<file path="src/rtl/ctrl_port.sv">
// Standard controller port responder for CPU $4016/$4017: strobe latch plus per-pad serial shift.
// Optional macro CTRL_PORT2_EN keeps the pad-2 path; without it $4017 reads return {OPEN_BUS, 0}.
module ctrl_port #(
  parameter logic [6:0] OPEN_BUS = 7'b0100000
) (
  input  logic        clock,
  input  logic        reset_n,
  input  logic        clock_en,
  input  logic [15:0] addr,
  input  logic        r_en,
  input  logic [7:0]  w_data,
  output logic [7:0]  r_data,
  output logic        hit,
  input  logic [7:0]  btn0,
  input  logic [7:0]  btn1
);

  logic       w_rd0;
  logic       w_rd1;
  logic       w_wr0;
  logic       w_bit0;
  logic       w_bit1;

  logic [7:0] r_sync0_a;
  logic [7:0] r_sync0_b;
  logic       r_strobe;
  logic [7:0] r_sh0;
  logic [3:0] r_cnt0;

  assign w_rd0 = r_en && (addr == 16'h4016);
  assign w_rd1 = r_en && (addr == 16'h4017);
  // Writes to $4017 belong to the APU frame counter and are left alone.
  assign w_wr0 = !r_en && (addr == 16'h4016);
  assign hit   = w_rd0 || w_rd1 || w_wr0;

  always_ff @(posedge clock) begin
    if (!reset_n) begin
      r_sync0_a <= 8'h00;
      r_sync0_b <= 8'h00;
    end else begin
      r_sync0_a <= btn0;
      r_sync0_b <= r_sync0_a;
    end
  end

  always_ff @(posedge clock) begin
    if (!reset_n) begin
      r_strobe <= 1'b0;
    end else if (clock_en && w_wr0) begin
      r_strobe <= w_data[0];
    end
  end

  // Reload uses the strobe value before this edge, so the clearing write still samples.
  always_ff @(posedge clock) begin
    if (!reset_n) begin
      r_sh0  <= 8'h00;
      r_cnt0 <= 4'd0;
    end else if (clock_en) begin
      if (r_strobe) begin
        r_sh0  <= r_sync0_b;
        r_cnt0 <= 4'd0;
      end else if (w_rd0 && (r_cnt0 < 4'd8)) begin
        r_sh0  <= {1'b1, r_sh0[7:1]};
        r_cnt0 <= r_cnt0 + 4'd1;
      end
    end
  end

  assign w_bit0 = r_strobe ? r_sync0_b[0] : ((r_cnt0 == 4'd8) ? 1'b1 : r_sh0[0]);

`ifdef CTRL_PORT2_EN
  logic [7:0] r_sync1_a;
  logic [7:0] r_sync1_b;
  logic [7:0] r_sh1;
  logic [3:0] r_cnt1;

  always_ff @(posedge clock) begin
    if (!reset_n) begin
      r_sync1_a <= 8'h00;
      r_sync1_b <= 8'h00;
    end else begin
      r_sync1_a <= btn1;
      r_sync1_b <= r_sync1_a;
    end
  end

  always_ff @(posedge clock) begin
    if (!reset_n) begin
      r_sh1  <= 8'h00;
      r_cnt1 <= 4'd0;
    end else if (clock_en) begin
      if (r_strobe) begin
        r_sh1  <= r_sync1_b;
        r_cnt1 <= 4'd0;
      end else if (w_rd1 && (r_cnt1 < 4'd8)) begin
        r_sh1  <= {1'b1, r_sh1[7:1]};
        r_cnt1 <= r_cnt1 + 4'd1;
      end
    end
  end

  assign w_bit1 = r_strobe ? r_sync1_b[0] : ((r_cnt1 == 4'd8) ? 1'b1 : r_sh1[0]);
`else
  logic w_unused_btn1;
  assign w_unused_btn1 = ^btn1;
  assign w_bit1        = 1'b0;
`endif

  always_comb begin
    r_data = 8'h00;
    if (w_rd0) begin
      r_data = {OPEN_BUS, w_bit0};
    end else if (w_rd1) begin
      r_data = {OPEN_BUS, w_bit1};
    end
  end

endmodule

</file>
<file path="config.mk">
export PLATFORM = sky130hd
export DESIGN_NAME = ctrl_port
export DESIGN_NICKNAME = d
export VERILOG_FILES = /design/src/rtl/ctrl_port.sv
export SDC_FILE = /design/constraint.sdc
export NUM_CORES = 1
export LEC_CHECK = 0
export CAP_MARGIN = 20
export CORE_MARGIN = 4
export CORE_UTILIZATION = 46
export CTS_CLUSTER_SIZE = 12
export DETAILED_ROUTE_END_ITERATION = 16
export PLACE_DENSITY = 0.92
export SLEW_MARGIN = 20
export SYNTH_ARGS = -nofsm -noshare
export SYNTH_HDL_FRONTEND = slang
export SYNTH_SLANG_ARGS = --single-unit
</file>
<file path="constraint.sdc">
create_clock -name clock -period 2.45 [get_ports clock]
set_input_delay 0.49 -clock clock [delete_from_list [all_inputs] [get_ports clock]]
set_output_delay 0.49 -clock clock [all_outputs]
set_load 0.01 [all_outputs]
</file>
==> run_results.csv <==
group,metric,value,unit
detailed_routing,ant_nets,0,
place,port_buffers,31,
sta,rsz0062_at_grt,"false",
synth,async_reset_ff_share,0,%
global_route,met3_usage,5.946,%
worst_setup_path,reg2reg_depth,4,
global_route,grt_pass1_wl,5382,um
flow_run,maxCapViolCount,0,
cts,ctsHoldBuffers,0,
worst_setup_path,reg2reg_to,"r_sh0[6]",
worst_setup_path,crit_start,"addr[7]",
worst_setup_path,cp_slowest_cell,"clkdlybuf4s50_1",
sta,tightestPinTransition,833.8,ps
worst_setup_path,cp.depth,6,
place,dp_hpwl,2266,um
detailed_routing,drc,0,
die,ioPinCount,53,
layout,finalNetCount,228,
detailed_routing,firstDrtPassIters,4,
layout,drive_gt1_share,18.58,%
power,cellLeakagePower,0.7957,nW
synth,syn_inst,138,
worst_setup_path,worstSetupPathType,"in -> out",
cts,cts.sinks,29,
cts,cts_root_buf,"clkbuf_4",
worst_setup_path,startpoint_type,"input pin",
die,die_area,3872,um^2
layout,diodes,0,
worst_setup_path,crit_path_end_kind,"output pin",
sta,finalHoldViolations,0,
synth,netlist_area,1353,um^2
sta,maxSlewViolCount,0,
place,dp_slack,-267.8,ps
sta,fmax,419.5,MHz
cts,cts_tree,"done",
synth,yosysSeqAreaShare,42.92,%
sta,relSlewSlack,44.30,%
worst_hold_path,hp-class,"reg -> reg",
status,status,"finished clean",
detailed_routing,routedWlPerCell,15.22,um
synth,synth_edf_count,0,
layout,area_delta_synth_final,35.34,%
worst_setup_path,worst_ep_required_time,1960,ps
cts,insertion_delay,330,ps
global_route,use_met1,17.56,%
worst_setup_path,crit_path_max_fanout,2,
sta,fin_tns_setup,0,ps
global_route,grt_antenna_before_repair,0,
cts,cts.clk_slew.worst_paths,80,ps
global_route,grt_max_degree,23,
worst_setup_path,path_cells,"clkdlybuf4s50_1 > nor4b_4 > nand4_2 > buf_4 > nor3_1 > buf_2",
global_route,grt_pass1_vias,1190,
die,core,2781,um^2
detailed_routing,first_iter_violations,80,
die,die_w,62.23,um
layout,final_core_util,65.81,%
worst_setup_path,r2r_slack,640,ps
synth,ys.flop_type,"dfxtp_1",
worst_setup_path,crit_buf_inv,3,
worst_setup_path,crit_end,"r_data[0]",
cts,cts_buffers,5,
sta,finalCritPeriodShare,97.29,%
sta,skew,6.430,ps
global_route,gr-total-overflow,0,
synth,yosysWarnings,0,
detailed_routing,vias,1167,
power,ir_drop,0.4923,mV
die,fp-row-count,19,
cts,clockBufferDepth,2,
synth,synthDistinctLibCells,39,
global_route,busiest_layer,"met2",
sta,min_period,2384,ps
worst_setup_path,r2r-start,"r_strobe",
worst_setup_path,cp.arrival,1890,ps
global_route,gr-usage-met2,31.22,%
die,die_y,62.23,um
global_route,grt_usage,17.69,%
worst_setup_path,cpPeakStageDelay,490,ps
detailed_routing,via_per_inst,5.453,
die,initial_core_util,48.63,%
power,cellPowerDensity,540.4,nW/um^2
synth,avgSynthCellArea,9.801,um^2
sta,timing.final.ws_setup,66.33,ps
place,place.gp.congestion,0.7736,
sta,setup_viol,0,
synth,synth_seq_cells,29,
sta,hold-worst-slack,439.1,ps
detailed_routing,drt-total-wl,3258,um
worst_setup_path,cp_top_family,"buffers and inverters",
cts,cts-htree-levels,2,
## synthesized netlist by cell type (all sizes together), types with 2 or more instances
master	count	area share (%)
nand2	16	4.4
mux2i	7	5.2
a21boi	2	1.1
dfxtp	29	43
nand3	4	1.5
mux2	6	5.0
nand4	3	1.8
nor2	3	0.83
ha	2	1.8
nor3	6	2.2
inv	6	1.7
clkbuf	5	1.4
nor4b	2	3.5
o21ai	2	0.74
a21oi	2	0.74
buf	7	3.7
and2	16	7.4
## per-stage QoR
stage	power, mW	std cells	instance area, um^2
2_1_floorplan	0.5323	143	1371
3_3_place_gp	0.5826	200	1704
3_5_place_dp	0.5870	200	1704
4_1_cts	0.9962	213	1815
5_1_grt	1.033	214	1831
6_report	0.9893	214	1831
## power by group
| part | internal [mW] | switching, mW | total (mW) |
|---|---|---|---|
| clock network | 0.243 | 0.166 | 0.410 |
| registers | 0.483 | 0.00241 | 0.486 |
| logic | 0.0581 | 0.0360 | 0.0941 |
| total | 0.785 | 0.205 | 0.989 |
## kinds of logic after synthesis
logic type | after synthesis | synth area share (%)
adder cells (fa/ha/maj) | 2 | 1.850
AO/OA/AOI/OAI | 15 | 8.327
multiplexers | 13 | 10.18
AND/OR/NAND/NOR | 60 | 29.70
buffers and inverters | 18 | 6.752
other | 1 | 0.2773
flip-flops | 29 | 42.92
## layout make-up
cell class | instances | area [um^2]
Fill cell | 219 | 950.9
Timing Repair Buffer | 44 | 404.1
Multi-Input combinational cell | 96 | 699.4
Sequential cell | 29 | 580.6
Tap cell | 31 | 38.79
Inverter | 6 | 22.52
Clock buffer | 7 | 55.05
Clock inverter | 1 | 30.03
## sequential cells by signal, summed over array words and instances (netlist names)
| signal | count |
|---|---|
| r_cnt0 | 4 |
| r_strobe | 1 |
| r_sh0 | 8 |
| r_sync0_b | 8 |
| r_sync0_a | 8 |
## metal layers
metal	routed length (um)	part of all wire, %	vias up
met5	0	0	-
li1	-	-	553
met2	1695	52	42
met1	1208	37	558
met4	142	4.4	0
met3	211	6.5	14
## layout by cell type (no fill, tap or decap), types with 3 or more instances in the layout
cell             netlist  layout
and2_1                16      16
buf_4                  6      13
clkbuf_4               0       5
clkdlybuf4s50_1        0      25
conb_1                 1       6
dfxtp_1               29      29
dlymetal6s2s_1         0       3
inv_1                  6       6
mux2_2                 6       6
mux2i_1                7       7
nand2_1               16      16
nand3_1                4       4
nor2_1                 3       3
nor3_1                 6       6
## how the worst min path moves through the flow
stage,cells after the start,to,startpoint,slack [ps]
2_1_floorplan,1,r_sync0_b[0],r_sync0_a[0],410
5_1_grt,1,r_sync0_b[2],r_sync0_a[2],470
3_5_place_dp,1,r_sync0_b[5],r_sync0_a[5],420
4_1_cts,1,r_sync0_b[5],r_sync0_a[5],440
6_report,1,r_sync0_b[6],r_sync0_a[6],440
3_3_place_gp,1,r_sync0_b[7],r_sync0_a[7],410
## what timing repair did
action,in CTS,in global routing
pin swaps,4,5
resized for setup,10,3
endpoints found under the setup margin,3,2
gates cloned,0,0
buffers inserted,5,1
(Power assumes the default switching activity.)
